<file path="config.mk">
export PLATFORM = sky130hd
export DESIGN_NAME = sel_seq_ctrl_flat
export DESIGN_NICKNAME = d
export VERILOG_FILES = /design/src/rtl/sel_seq_ctrl_pkg.sv /design/src/rtl/sel_seq_ctrl_if.sv /design/src/rtl/sel_seq_ctrl_key_evt.sv /design/src/rtl/sel_seq_ctrl.sv /design/src/flat_wrapper.sv
export SDC_FILE = /design/constraint.sdc
export NUM_CORES = 1
export LEC_CHECK = 0
export BUFFER_PORTS_ARGS = -buffer_cell sky130_fd_sc_hd__buf_4
export CAP_MARGIN = 40
export CORE_MARGIN = 5
export CORE_UTILIZATION = 40
export DETAILED_ROUTE_END_ITERATION = 10
export PLACE_DENSITY = 0.67
export SLEW_MARGIN = 20
export SYNTH_ARGS = -nofsm -noshare
export SYNTH_HDL_FRONTEND = slang
export SYNTH_HIERARCHICAL = 1
export SYNTH_SLANG_ARGS = --single-unit
export TNS_END_PERCENT = 100
</file>
<file path="constraint.sdc">
create_clock -name clk -period 2.7 [get_ports clk]
set_input_delay 0.405 -clock clk [delete_from_list [all_inputs] [get_ports clk]]
set_output_delay 0.405 -clock clk [all_outputs]
set_load 0.03 [all_outputs]
</file>
<file path="src/rtl/sel_seq_ctrl_pkg.sv">
// Shared phase codes, FSM state type and one-hot key helpers for the cell-selection sequencer.
package sel_pkg;

  localparam logic [1:0] ST_IDLE = 2'b00;
  localparam logic [1:0] ST_ROW  = 2'b01;
  localparam logic [1:0] ST_COL  = 2'b10;
  localparam logic [1:0] ST_CONF = 2'b11;

  // Encodings equal the phase codes so st can be driven straight from the state register.
  typedef enum logic [1:0] {
    S_IDLE = ST_IDLE,
    S_ROW  = ST_ROW,
    S_COL  = ST_COL,
    S_CONF = ST_CONF
  } state_t;

  function automatic logic is_onehot(input logic [3:0] k);
    case (k)
      4'b1000, 4'b0100, 4'b0010, 4'b0001: is_onehot = 1'b1;
      default:                            is_onehot = 1'b0;
    endcase
  endfunction

  // k[3] is key_one (index 0) down to k[0] is key_four (index 3).
  function automatic logic [1:0] onehot_idx(input logic [3:0] k);
    case (k)
      4'b1000: onehot_idx = 2'd0;
      4'b0100: onehot_idx = 2'd1;
      4'b0010: onehot_idx = 2'd2;
      4'b0001: onehot_idx = 2'd3;
      default: onehot_idx = 2'd0;
    endcase
  endfunction

endpackage

</file>
<file path="src/rtl/sel_seq_ctrl_if.sv">
// Control/status bundle between the sequencer (slave) and its user (master).
interface sel_seq_ctrl_if;
  logic        start;
  logic        cancel;
  logic        clr_occ;
  logic        key_one;
  logic        key_two;
  logic        key_three;
  logic        key_four;
  logic [1:0]  st;
  logic        busy;
  logic [1:0]  cell_row;
  logic [1:0]  cell_col;
  logic        cell_valid;
  logic        err;
  logic [15:0] occ;

  modport master (
    output start, cancel, clr_occ, key_one, key_two, key_three, key_four,
    input  st, busy, cell_row, cell_col, cell_valid, err, occ
  );

  modport slave (
    input  start, cancel, clr_occ, key_one, key_two, key_three, key_four,
    output st, busy, cell_row, cell_col, cell_valid, err, occ
  );
endinterface

</file>
<file path="src/rtl/sel_seq_ctrl_key_evt.sv">
// Key press detector: fires evt for one cycle when exactly one key goes down from all-released.
module key_evt
  import sel_pkg::*;
(
  input  logic       clk,
  input  logic       rst,
  input  logic [3:0] k,
  output logic       evt,
  output logic [1:0] idx
);

  logic [3:0] k_q;

  always_ff @(posedge clk) begin
    if (rst) k_q <= 4'b0;
    else     k_q <= k;
  end

  // Requiring k_q == 0 rejects held keys and roll-overs from a multi-key pattern.
  assign evt = is_onehot(k) && (k_q == 4'b0);
  assign idx = onehot_idx(k);

endmodule

</file>
<file path="src/rtl/sel_seq_ctrl.sv">
// Row-then-column cell selection sequencer with occupancy tracking, abort and inactivity timeout.
// Build option SEL_OCC_CHECK_EN: reject selection of an already-occupied cell.
module sel_seq_ctrl
  import sel_pkg::*;
#(
  parameter int TIMEOUT_CYC = 50_000_000,
  parameter int TMR_W       = 26
) (
  input  logic          clk,
  input  logic          rst,
  sel_seq_ctrl_if.slave bus
);

  localparam logic [TMR_W-1:0] TMO_LAST = TMR_W'(TIMEOUT_CYC - 1);

  state_t           state, nxt;
  logic             evt;
  logic [1:0]       idx;
  logic [TMR_W-1:0] timer;
  logic [1:0]       row_r, col_r;
  logic [1:0]       cell_row_r, cell_col_r;
  logic             cell_valid_r, err_r;
  logic [15:0]      occ_r;
  logic             tmo, commit, reject, occ_hit;

  key_evt u_key_evt (
    .clk (clk),
    .rst (rst),
    .k   ({bus.key_one, bus.key_two, bus.key_three, bus.key_four}),
    .evt (evt),
    .idx (idx)
  );

`ifdef SEL_OCC_CHECK_EN
  assign occ_hit = occ_r[{row_r, col_r}];
`else
  assign occ_hit = 1'b0;
`endif

  always_ff @(posedge clk) begin
    if (rst) state <= S_IDLE;
    else     state <= nxt;
  end

  // Priority: cancel > timeout > key event.
  always_comb begin
    nxt    = state;
    tmo    = 1'b0;
    commit = 1'b0;
    reject = 1'b0;
    case (state)
      S_IDLE: if (bus.start) nxt = S_ROW;
      S_ROW: begin
        if (bus.cancel)              nxt = S_IDLE;
        else if (timer == TMO_LAST) begin nxt = S_IDLE; tmo = 1'b1; end
        else if (evt)                nxt = S_COL;
      end
      S_COL: begin
        if (bus.cancel)              nxt = S_IDLE;
        else if (timer == TMO_LAST) begin nxt = S_IDLE; tmo = 1'b1; end
        else if (evt)                nxt = S_CONF;
      end
      S_CONF: begin
        if (bus.cancel)   nxt = S_IDLE;
        else if (occ_hit) begin nxt = S_ROW;  reject = 1'b1; end
        else              begin nxt = S_IDLE; commit = 1'b1; end
      end
      default: nxt = S_IDLE;
    endcase
  end

  always_comb begin
    bus.st         = state;
    bus.busy       = (state != S_IDLE);
    bus.cell_row   = cell_row_r;
    bus.cell_col   = cell_col_r;
    bus.cell_valid = cell_valid_r;
    bus.err        = err_r;
    bus.occ        = occ_r;
  end

  always_ff @(posedge clk) begin
    if (rst) begin
      timer        <= '0;
      row_r        <= 2'd0;
      col_r        <= 2'd0;
      cell_row_r   <= 2'd0;
      cell_col_r   <= 2'd0;
      cell_valid_r <= 1'b0;
      err_r        <= 1'b0;
      occ_r        <= 16'h0;
    end else begin
      cell_valid_r <= commit;
      err_r        <= tmo | reject;
      // Any transition (event, timeout, cancel, reject) restarts the inactivity count.
      if ((state == S_ROW || state == S_COL) && nxt == state) timer <= timer + TMR_W'(1);
      else                                                    timer <= '0;
      if (state == S_ROW && nxt == S_COL)  row_r <= idx;
      if (state == S_COL && nxt == S_CONF) col_r <= idx;
      if (commit) begin
        cell_row_r <= row_r;
        cell_col_r <= col_r;
      end
      if (bus.clr_occ)  occ_r                 <= 16'h0;
      else if (commit)  occ_r[{row_r, col_r}] <= 1'b1;
    end
  end

endmodule

</file>
<file path="src/flat_wrapper.sv">
// flat-port wrapper written by rule: the top's interface ports become plain ports
module sel_seq_ctrl_flat import sel_pkg::*;
#(
  parameter int TIMEOUT_CYC = 50_000_000,
  parameter int TMR_W       = 26
)
  (clk, rst, bus_start, bus_cancel, bus_clr_occ, bus_key_one, bus_key_two, bus_key_three, bus_key_four, bus_st, bus_busy, bus_cell_row, bus_cell_col, bus_cell_valid, bus_err, bus_occ);
  sel_seq_ctrl_if bus_i ();
  input  logic clk;
  input  logic rst;
  input wire logic [$bits(bus_i.start)-1:0] bus_start;
  input wire logic [$bits(bus_i.cancel)-1:0] bus_cancel;
  input wire logic [$bits(bus_i.clr_occ)-1:0] bus_clr_occ;
  input wire logic [$bits(bus_i.key_one)-1:0] bus_key_one;
  input wire logic [$bits(bus_i.key_two)-1:0] bus_key_two;
  input wire logic [$bits(bus_i.key_three)-1:0] bus_key_three;
  input wire logic [$bits(bus_i.key_four)-1:0] bus_key_four;
  output wire logic [$bits(bus_i.st)-1:0] bus_st;
  output wire logic [$bits(bus_i.busy)-1:0] bus_busy;
  output wire logic [$bits(bus_i.cell_row)-1:0] bus_cell_row;
  output wire logic [$bits(bus_i.cell_col)-1:0] bus_cell_col;
  output wire logic [$bits(bus_i.cell_valid)-1:0] bus_cell_valid;
  output wire logic [$bits(bus_i.err)-1:0] bus_err;
  output wire logic [$bits(bus_i.occ)-1:0] bus_occ;
  assign bus_i.start = bus_start;
  assign bus_i.cancel = bus_cancel;
  assign bus_i.clr_occ = bus_clr_occ;
  assign bus_i.key_one = bus_key_one;
  assign bus_i.key_two = bus_key_two;
  assign bus_i.key_three = bus_key_three;
  assign bus_i.key_four = bus_key_four;
  assign bus_st = bus_i.st;
  assign bus_busy = bus_i.busy;
  assign bus_cell_row = bus_i.cell_row;
  assign bus_cell_col = bus_i.cell_col;
  assign bus_cell_valid = bus_i.cell_valid;
  assign bus_err = bus_i.err;
  assign bus_occ = bus_i.occ;
  sel_seq_ctrl #(.TIMEOUT_CYC(TIMEOUT_CYC), .TMR_W(TMR_W)) u_core (.clk(clk), .rst(rst), .bus(bus_i));
endmodule
</file>
== Word-level counts from Yosys, hierarchy flattened ==
Index checks and enable logic that the tools add are counted.

* Bitwise logic cells: 3
* Eq/ne operators: 11
* Multiplexer cells: 15
* Magnitude comparators: 2
* $add $sub $neg: 1
* Reduce and logical (&&, ||, !) cells: 14

{| class="wikitable"
|+ Operators by type and width
! cell !! count
|-
| $add A26 B1 Y26 const B || 1
|-
| $eq A26 B26 Y1 const B || 1
|-
| $or A16 B16 Y16 || 1
|-
| $mux W2 || 7
|-
| $eq A2 B2 Y1 const B || 4
|-
| $pmux W2 S4 || 1
|-
| $pmux W2 S3 || 1
|-
| $reduce_or A2 Y1 || 3
|-
| $logic_and A1 B1 Y1 || 5
|-
| $lt A4 B5 Y1 const B || 1
|-
| $mux W1 || 5
|-
| $demux W1 S4 || 1
|-
| $eq A4 B1 Y1 const B || 1
|-
| $eq A4 B2 Y1 const B || 1
|-
| $eq A4 B3 Y1 const B || 1
|-
| $eq A4 B4 Y1 const B || 1
|-
| $ge A4 B1 Y1 const B || 1
|-
| $logic_not A4 Y1 || 1
|-
| $reduce_or A4 Y1 || 1
|-
| $reduce_or A3 Y1 || 1
|-
| $eq A2 B1 Y1 const B || 1
|-
| $eq A2 B2 Y1 || 1
|-
| $logic_not A2 Y1 || 1
|-
| $not A1 Y1 || 2
|-
| other kinds (2) || 2
|}

* Output and inout port bits: 25
* Input port bits: 9
* Word-level logic and storage cells: 56
* Flip-flop bits (word level): 58

== Depth between registers and ports, before layout ==
Gate-level depths: netlist of the first run.

* Depth in word-level cells: 12
* Mapped depth: 9
* Mapped depth without buffers: 8

== Modules after synthesis ==
The synthesis of the first run kept the hierarchy.

{| class="wikitable"
|+ Modules (own cells, without submodules)
! module !! area each (µm²) !! cells an instance !! instances !! sequential area each (µm²)
|-
| sel_seq_ctrl || 2277.2 || 253 || 1 || 1081.0
|-
| key_evt || 171.4 || 17 || 1 || 80.1
|}

== Worst setup path after synthesis of the first run ==
Ideal clock, no wire load.

* Path kind: flip-flop to flip-flop
* Start: register u_core.state[0], in the netlist u_core/bus.st[0]
* End: register u_core.timer[10]
* Data required time: 2.636 ns
* Arrival time: 1.985 ns
* Path buffers: 1
* Clock period less this slack: 2.049 ns
* Setup time: 0.064 ns
* Stages on the path, launching flop included: 9
* Setup slack: 0.651 ns
* Path through: dfxtp_1 > inv_1 > ha_1 > nor2_1 > o221ai_1 > o221ai_1 > o2111ai_2 > buf_6 > nor2_1

* Cells in the longest elaborated chain, start to end: 8
* Elaborated cells between the ends (all ways): 17
* Those cells by class: eq/ne (4); mux (8); bitwise (1); reduce/logical (4)

{| class="wikitable"
|+ RTL lines
! element !! RTL line !! RTL
|-
| from (decl) || sel_seq_ctrl.sv:16 || <nowiki>state_t state, nxt;</nowiki>
|-
| from (signal assigned) || sel_seq_ctrl.sv:42 || <nowiki>else state <= nxt;</nowiki>
|-
| $mux W2 (on tied branches) || sel_seq_ctrl.sv:61, sel_seq_ctrl.sv:56 ||
|-
| $mux W2 (on tied branches) || sel_seq_ctrl.sv:60, sel_seq_ctrl.sv:55 ||
|-
| $mux W2 (on tied branches) || sel_seq_ctrl.sv:59, sel_seq_ctrl.sv:54 ||
|-
| $pmux W2 S4 || sel_seq_ctrl.sv:51 || <nowiki>case (state)</nowiki>
|-
| $eq A2 B2 Y1 || sel_seq_ctrl.sv:96 || <nowiki>if ((state == S_ROW || state == S_COL) && nxt == state) timer <= timer + TMR_W'(1);</nowiki>
|-
| $logic_and A1 B1 Y1 * || sel_seq_ctrl.sv:96 ||
|-
| $not A1 Y1 (no line) * || - ||
|-
| $reduce_or A2 Y1 (no line) * || - ||
|-
| to (signal assigned) || sel_seq_ctrl.sv:96 ||
|-
| to (decl) || sel_seq_ctrl.sv:19 || <nowiki>logic [TMR_W-1:0] timer;</nowiki>
|}

Every way passes the cells marked *; elsewhere a longest branch is shown, timed or not.
A chain may end at the register's enable or synchronous reset.

== Worst setup path after layout of the first run ==
* Start: register u_core.timer[0]
* End: register u_core.timer[3]

* Cells in the longest elaborated chain, start to end: 8
* Elaborated cells between the ends (all ways): 11
* Those cells by class: add/sub (1); eq/ne (2); mux (5); bitwise (1); reduce/logical (2)

{| class="wikitable"
|+ RTL lines
! element !! RTL line
|-
| $eq A26 B26 Y1 || sel_seq_ctrl.sv:55, sel_seq_ctrl.sv:60
|-
| $mux W2 (on tied branches) || sel_seq_ctrl.sv:60, sel_seq_ctrl.sv:55
|-
| $mux W2 (on tied branches) || sel_seq_ctrl.sv:59, sel_seq_ctrl.sv:54
|-
| $pmux W2 S4 || sel_seq_ctrl.sv:51
|-
| $eq A2 B2 Y1 || sel_seq_ctrl.sv:96
|-
| $logic_and A1 B1 Y1 || sel_seq_ctrl.sv:96
|-
| $not A1 Y1 (no line) || -
|-
| $reduce_or A2 Y1 (no line) || -
|}

Parallel ways exist; a longest one is shown, timed or not.

==> results of run 1 <==
power groups by stage:
| stage | sequential (mW) | clock (mW) | combinational [mW] |
|---|---|---|---|
| 2_1_floorplan | 0.886 | 0 | 0.0448 |
| 3_3_place_gp | 0.884 | 0 | 0.0717 |
| 3_5_place_dp | 0.885 | 0 | 0.0730 |
| 4_1_cts | 0.865 | 0.889 | 0.0739 |
| 5_1_grt | 0.865 | 0.940 | 0.0813 |
| 6_report | 0.865 | 0.866 | 0.0736 |
state kept, by name, indices dropped and copies added, names as in the netlist:
register,flops
u_core/timer,26
u_core/bus.cell_col,2
u_core/bus.cell_row,2
u_core/u_key_evt/k_q,4
u_core/bus.st,2
u_core/col_r,2
u_core/row_r,2
u_core/bus.cell_valid,1
u_core/bus.err,1
u_core/bus.occ,16
path summary, 6_finish.rpt:
| path | cells past startpoint | from | to |
|---|---|---|---|
| worst min-delay path | 2 | bus_cancel | u_core/bus.cell_valid |
| worst max-delay path | 8 | u_core/timer[0] | u_core/timer[3] |
| worst max register to register | 8 | u_core/timer[0] | u_core/timer[3] |
| worst min register to register | 2 | u_core/bus.cell_row[1] | u_core/bus.cell_row[1] |
per-stage QoR:
step / worst slack, ns / instance area [um^2] / hold slack [ns]
floorplan: 0.651 / 2450 / 0.426
global placement: 0.446 / 2760 / 0.442
detailed placement: 0.353 / 2760 / 0.448
CTS: 0.469 / 2970 / 0.271
global route: 0.275 / 2970 / 0.288
finish: 0.489 / 2970 / 0.289
metal layers:
metal	up-vias	part of all wire
met3	8	0.065
met5	-	0
met1	903	0.46
met2	42	0.45
li1	1012	-
met4	0	0.022
layout by cell type (no fill, tap or decap), types with 4 or more instances in the layout:
cell and count:
a21oi_1 16, dfxtp_1 58, nand4_1 4, nand2_1 16, xor2_1 11, nand3_1 10
ha_1 6, mux2i_1 4, nor2b_1 10, nor3_1 9, nand2b_1 10, xnor2_1 12
a31oi_1 6, buf_4 34, clkbuf_8 9, inv_1 7, nor2_1 50
kinds of logic after synthesis:
kind of cell,Yosys count,synth area share
AO/OA/AOI/OAI,34,0.0915
XOR/XNOR,23,0.0823
adder cells (fa/ha/maj),6,0.0307
buffers and inverters,14,0.0281
flip-flops,58,0.474
multiplexers,4,0.0164
AND/OR/NAND/NOR,131,0.277
critical path: stages, from the launching register on:
cell       delay (ns)
dfxtp_1          0.37
ha_1             0.21
nand3_1          0.11
or2_4            0.30
nor4_4           0.39
o221ai_1         0.20
o2111ai_2        0.11
buf_4            0.30
nor3_1           0.09
cell type report:
type	instances	share of cell area
flip-flops and latches	58	0.391
clock buffers	9	0.0417
clock inverters	7	0.0316
repair buffers	34	0.0859
well taps	75	0.0316
multi-input cells	198	0.410
inverters	7	0.00884
==> results.toml, run 1 <==
[power]
vdd_drop_max_uv = 341
internal_power_mw = 1.41
clkPwrFrac = 0.480
power_mw = 1.80
p_per_area_mw_per_mm2 = 607
net-switching-power_mw = 0.397
p_sw_frac = 0.220
combPwrFrac = 0.041
power.leakage_nw = 1.09
power_frac_seq = 0.479

[global_routing]
met2_usage = 0.227
grt_start_max_net_pins = 27
grt-busiest-layer = "met2"
gr-usage-met1 = 0.162
grt_pass1_vias = 1894
grt_overflow = 0
grt_usage = 0.137
antenna_found_initial = 0
grt_use_met3 = 0.0354
grt_pass1_wl_um = 8320

[yosys]
ys_types = 44
synth_top_area_cell = "dfxtp_1"
synth_area_mm2 = 0.00245
yosys-top-cells-area = "dfxtp_1, nor2_1, xnor2_1"
synth_nets = 285
yosysTopAreaCellShare = 0.474
ys_seq_elements = 58
yosysMostFrequentCell = "dfxtp_1"
syn_inst = 270
async_flop_share = 0
synth_edf_count = 0
ys.warnings.count = 6
ys.flop_type = "dfxtp_1"
synthTopCellsByCount = "dfxtp_1, nor2_1, a21oi_1, nand2_1, xnor2_1"
syn_area_per_cell_um2 = 9.07
yosysSeqAreaShare = 0.474

[cts]
cts_buffers = 9
h-tree-depth = 3
clk_pin_slew_ns = 0.07
post_cts_buffers = 0
clk_latency_ns = 0.33
clockRootBuffer = "clkbuf_8"
clk_path_buf_depth = 2
cts.repair.resized = 0
cts_tree = "yes"
ctsHoldBuffers = 0
cts_sinks = 58

[timing]
period_minus_slack_ns = 2.21
timing.fmax_mhz = 452
final_hold_viol_count = 0
final.period_utilization = 0.819
finalSetupTns_ns = 0
slew_headroom = 0.598
worst_slew_pin_slew_ns = 0.599
drv_slew = 0
setup_viol = 0
fin_skew_ns = 0.00747
rsz0062_at_grt = "false"

[route]
num_vias = 1965
vias_per_cell = 5.06
drt_iter0_drc = 87
ant_nets = 0
drtPass1Iterations = 4
wl_um = 4860
post_drt_wl_per_cell_um = 12.5
drc = 0

[floorplanning]
die_y_um = 88.2
io_pins = 34
coreArea_mm2 = 0.00592
fp.dieW_um = 88.2
row_count = 28
die_area_mm2 = 0.00779
floorplan.initialDensity = 0.414

[worst_setup_path]
crit_path_end_kind = "register"
critPathMaxFanout = 26
critical_path_class = "reg -> reg"
r2r_slack_ns = 0.49
arrival_ns = 2.42
crit_required_ns = 2.91
cp-start-kind = "register"

[cells_and_area]
nNetsFinal = 323
fin_util = 0.502
drive_gt1_frac = 0.195
fill_cells = 555
final_cells = 388
area_growth_pct = 21.4
final-seq-area_mm2 = 0.00116
num_antenna_cells = 0
multi_input_area_mm2 = 0.00122

[placement]
gp_congestion = 0.792
dp_hpwl_um = 3380
place_inst = 372
portBuffers = 33

[run_status]
outcome = "completed"

[job]
max_cap_violations = 0

[worst_hold_path]
hold_path.class = "in -> reg"
Power figures use the tool's default switching activity.
==> run 2, diff against run 1 <==
Clock period 2.7 ns to 2.2 ns, I/O delays scaled along.
==> run 2 against run 1 <==
Wire length is 3.2% higher. Non-clock buffer count is 5 higher. Combinational power is 40% higher. Clock power is 24% higher. Global-route usage is 0.35 points higher. Highest routed layer unchanged. Worst hold slack worse by 0.062 ns. Final area is 1.7% higher. Fmax is 6.0% higher. Sequential share of layout area is 0.65 points lower. Critical path depth is 3 lower. Via count is 0.81% higher.
==> results.toml, run 2 (synthesis gave the netlist of run 1 again) <==
[power]
clkPwrFrac = 0.479
power.leakage_nw = 1.12
power_frac_seq = 0.475
combPwrFrac = 0.046
p_sw_frac = 0.222
vdd_drop_max_uv = 455
p_per_area_mw_per_mm2 = 738
net-switching-power_mw = 0.494
internal_power_mw = 1.74

[cts]
cts_buffers = 9
clk_latency_ns = 0.33
cts_tree = "yes"
clk_path_buf_depth = 2
ctsHoldBuffers = 0
clockRootBuffer = "clkbuf_8"
h-tree-depth = 3
cts.repair.resized = 0
clk_pin_slew_ns = 0.07
cts_sinks = 58
post_cts_buffers = 0

[floorplanning]
coreArea_mm2 = 0.00592
io_pins = 34
die_y_um = 88.2
fp.dieW_um = 88.2
floorplan.initialDensity = 0.414
die_area_mm2 = 0.00779
row_count = 28

[global_routing]
grt_pass1_vias = 1962
gr-usage-met1 = 0.178
met2_usage = 0.227
antenna_found_initial = 0
grt_usage = 0.141
grt-busiest-layer = "met2"
grt_start_max_net_pins = 27
grt_overflow = 0
grt_pass1_wl_um = 8680
grt_use_met3 = 0.0466

[placement]
post-place-ws_ns = -0.0583
dpl-instance-area_mm2 = 0.00281
dp_hpwl_um = 3550
portBuffers = 33
gp_congestion = 0.807

[route]
drc = 0
drtPass1Iterations = 4
post_drt_wl_per_cell_um = 12.8
drt_iter0_drc = 40
ant_nets = 0
num_vias = 1981
vias_per_cell = 5.04
wl_um = 5010

[job]
max_cap_violations = 0

[timing]
period_minus_slack_ns = 2.09
final_hold_viol_count = 0
final.period_utilization = 0.948
rsz0062_at_grt = "false"
worst_slew_pin_slew_ns = 0.562
setup_ws_ns = 0.115
finalSetupTns_ns = 0
whs_ns = 0.226
setup_viol = 0
fin_skew_ns = 0.00859
slew_headroom = 0.622
drv_slew = 0
timing.fmax_mhz = 480

[worst_setup_path]
critPathMaxFanout = 5
critPathMaxStageDelay_ns = 0.66
critical_path_class = "reg -> reg"
arrival_ns = 2.30
slowest_stage = "or4_2"
crit_path_end_kind = "register"
cp-start-kind = "register"
path_delay_family = "simple AND/OR/NAND/NOR gates"
r2r_slack_ns = 0.11
crit_chain = "ha_1 -> nand3_1 -> or2_4 -> or4_2 -> nor4b_1"
crit_required_ns = 2.41
crit_buf_inv = 0

[cells_and_area]
layout_commonest_cell = "dfxtp_1"
top_register = "u_core/timer"
final_cell_area_mm2 = 0.00302
fill_cells = 575
final-seq-area_mm2 = 0.00116
drive_gt1_frac = 0.208
largest_reg_flops = 26
num_antenna_cells = 0
multi_input_area_mm2 = 0.00122
nNetsFinal = 328
layout_common_cells = "dfxtp_1, nor2_1, buf_4"
area_growth_pct = 23.5

[worst_hold_path]
hold_path.class = "in -> reg"

[run_status]
outcome = "completed"
==> run 2: power groups by stage <==
stage	Sequential [mW]	Combinational, mW	Clock, mW
global route	1.06	0.111	1.16
floorplan	1.09	0.0550	0
global placement	1.08	0.0996	0
detailed placement	1.08	0.101	0
finish	1.06	0.103	1.07
CTS	1.06	0.102	1.09
==> run 2: final timing paths <==
check                         start                endpoint  depth (start not counted)
max                 u_core/timer[0]          u_core/bus.err                          5
min reg2reg  u_core/bus.cell_row[0]  u_core/bus.cell_row[0]                          2
min                      bus_cancel   u_core/bus.cell_valid                          2
max reg2reg         u_core/timer[0]          u_core/bus.err                          5
==> run 2: cell type report <==
| class | instances | area share |
|---|---|---|
| clock inverter | 7 | 0.0310 |
| tap | 75 | 0.0310 |
| timing repair buffer | 39 | 0.101 |
| multi-input combinational | 198 | 0.403 |
| inverter | 7 | 0.00869 |
| clock buffer | 9 | 0.0410 |
| sequential | 58 | 0.384 |
==> run 2: through the flow <==
step | power (mW) | instances | utilization
2_1_floorplan | 1.14 | 270 | -
3_3_place_gp | 1.18 | 377 | 0.474
3_5_place_dp | 1.18 | 377 | 0.474
4_1_cts | 2.26 | 393 | 0.511
5_1_grt | 2.33 | 393 | 0.511
6_report | 2.23 | 393 | 0.511
==> run 2: per-layer routing <==
metal  vias to the layer above  part of all wire
li1                       1018                 -
met1                       925              0.49
met3                         2             0.057
met4                         0            0.0032
met5                         -                 0
met2                        36              0.45
==> run 2: worst reg2reg max path, stage by stage (launching register included) <==
cell and delay (ns):
dfxtp_1 0.36, ha_1 0.21, nand3_1 0.11, or2_4 0.30, or4_2 0.66, nor4b_1 0.32
==> run 3, diff against run 2 <==
Settings changed: CORE_UTILIZATION 40 to 56, PLACE_DENSITY 0.67 to 0.86.
Clock period 2.2 ns to 2.3 ns, I/O delays scaled along.
==> run 3 against run 2 <==
Setup slack improved by 0.12 ns. Critical path depth rose by 3. Fmax up 1.2%. Via count increased by 0.81%. First-iteration DRC count increased to 2.7 times the previous value. Combinational power is 14% lower. Wire length is 7.4% lower. Sequential share of layout area grew 1.2 points. Non-clock buffer count down 5. Final area fell by 3.1%. Count of clock-buffer cells in the layout up 3. Total power shrank 12%. Critical path type unchanged. Critical endpoint is now u_core/timer[6].
==> results.toml, run 3 (synthesis gave the netlist of run 1 again) <==
[worst_setup_path]
crit_chain = "inv_1 -> ha_1 -> nor2_1 -> o221ai_1 -> o221ai_1 -> o2111ai_2 -> buf_12 -> nor3_1"
slowest_stage = "dfxtp_1"
crit_path_end_kind = "register"
critPathMaxFanout = 26
critical_path_class = "reg -> reg"
crit_required_ns = 2.55
arrival_ns = 2.31
crit_top_cell = "o221ai_1"
cp-start-kind = "register"
critPathMaxStageDelay_ns = 0.45

[cts]
clockRootBuffer = "clkbuf_8"
h-tree-depth = 3
clk_latency_ns = 0.33
cts_tree = "yes"
cts_sinks = 58
post_cts_buffers = 0
clk_pin_slew_ns = 0.06
cts_buffers = 9
clk_path_buf_depth = 2

[global_routing]
met2_usage = 0.243
grt_pass1_vias = 1797
grt_usage = 0.162
grt_start_max_net_pins = 27
grt_pass1_wl_um = 7900
grt-busiest-layer = "met2"
grt_use_met3 = 0.0485
antenna_found_initial = 0
grt_overflow = 0
gr-usage-met1 = 0.207

[timing]
setup_ws_ns = 0.239
final.period_utilization = 0.896
timing.fmax_mhz = 485
slew_headroom = 0.593
fin_skew_ns = 0.00780
finalSetupTns_ns = 0
rsz0062_at_grt = "false"
setup_viol = 0
worst_slew_pin_slew_ns = 0.610
final_hold_viol_count = 0
period_minus_slack_ns = 2.06
drv_slew = 0

[floorplanning]
fp.dieW_um = 76.1
die_y_um = 76.1
die_area_mm2 = 0.00580
io_pins = 34
coreArea_mm2 = 0.00429
floorplan.initialDensity = 0.570
row_count = 24

[route]
vias_per_cell = 5.47
wl_um = 4640
drtPass1Iterations = 5
post_drt_wl_per_cell_um = 12.7
num_vias = 1997
drc = 0
ant_nets = 0
drt_iter0_drc = 108

[cells_and_area]
num_antenna_cells = 0
nNetsFinal = 323
area_growth_pct = 19.6
fin_util = 0.682
largest_reg_flops = 26
drive_gt1_frac = 0.195
layout_common_cells = "dfxtp_1, nor2_1, buf_4"
final_cells = 365
top_register = "u_core/timer"
layout_commonest_cell = "dfxtp_1"

[placement]
dp_hpwl_um = 3200
place_inst = 349
portBuffers = 33
post-place-ws_ns = 0.0565
gp_congestion = 0.815

[power]
vdd_drop_max_uv = 426
p_per_area_mw_per_mm2 = 671
power.leakage_nw = 1.08

[job]
max_cap_violations = 0

[worst_hold_path]
hold_path.class = "in -> reg"

[run_status]
outcome = "completed"
[run 3: metal layers]
layer,routed length (um),vias to the layer above
li1,-,1003
met1,2120,914
met2,2140,68
met3,277,12
met4,100,0
met5,0,-
[run 3: final timing paths]
| kind | end | depth (start not counted) | slack (ns) | from |
|---|---|---|---|---|
| max reg2reg | u_core/timer[6] | 8 | 0.24 | u_core/bus.st[0] |
| min | u_core/bus.cell_valid | 2 | 0.25 | bus_cancel |
| min reg2reg | u_core/bus.cell_col[0] | 2 | 0.46 | u_core/bus.cell_col[0] |
| max | u_core/timer[6] | 8 | 0.24 | u_core/bus.st[0] |
[run 3: worst max-delay path, delay by kind of cell (launching register included)]
kind | cells | cell delay, ns
AO/OA/AOI/OAI | 3 | 0.57
flip-flops | 1 | 0.45
AND/OR/NAND/NOR | 2 | 0.32
adder cells (fa/ha/maj) | 1 | 0.27
buffers and inverters | 2 | 0.35
[run 3: timing repair]
action,4_1_cts,5_1_grt
endpoints found under the setup margin,0,9
hold buffers,0,0
gates resized for setup,0,1
[run 3: layout make-up]
type	instances	area, um^2
Tap cell	52	65.1
Multi-Input combinational cell	198	1220
Timing Repair Buffer	34	268
Fill cell	306	1370
Clock buffer	12	165
Clock inverter	4	25.0
Sequential cell	58	1160
Inverter	7	26.3
[run 3: per-stage QoR]
step                hold WS (ns)  power [mW]  area, um^2
global placement           0.438        1.12        2740
detailed placement         0.447        1.13        2740
CTS                        0.231        1.99        2930
finish                     0.246        1.97        2930
global route               0.240        2.05        2930
floorplan                  0.417        1.09        2450
[run 3: report_power, final]
part	total, mW	switching, mW	internal (mW)
clock	0.862	0.388	0.475
combinational	0.0884	0.0509	0.0375
sequential	1.02	0.00486	1.01
total	1.97	0.444	1.52
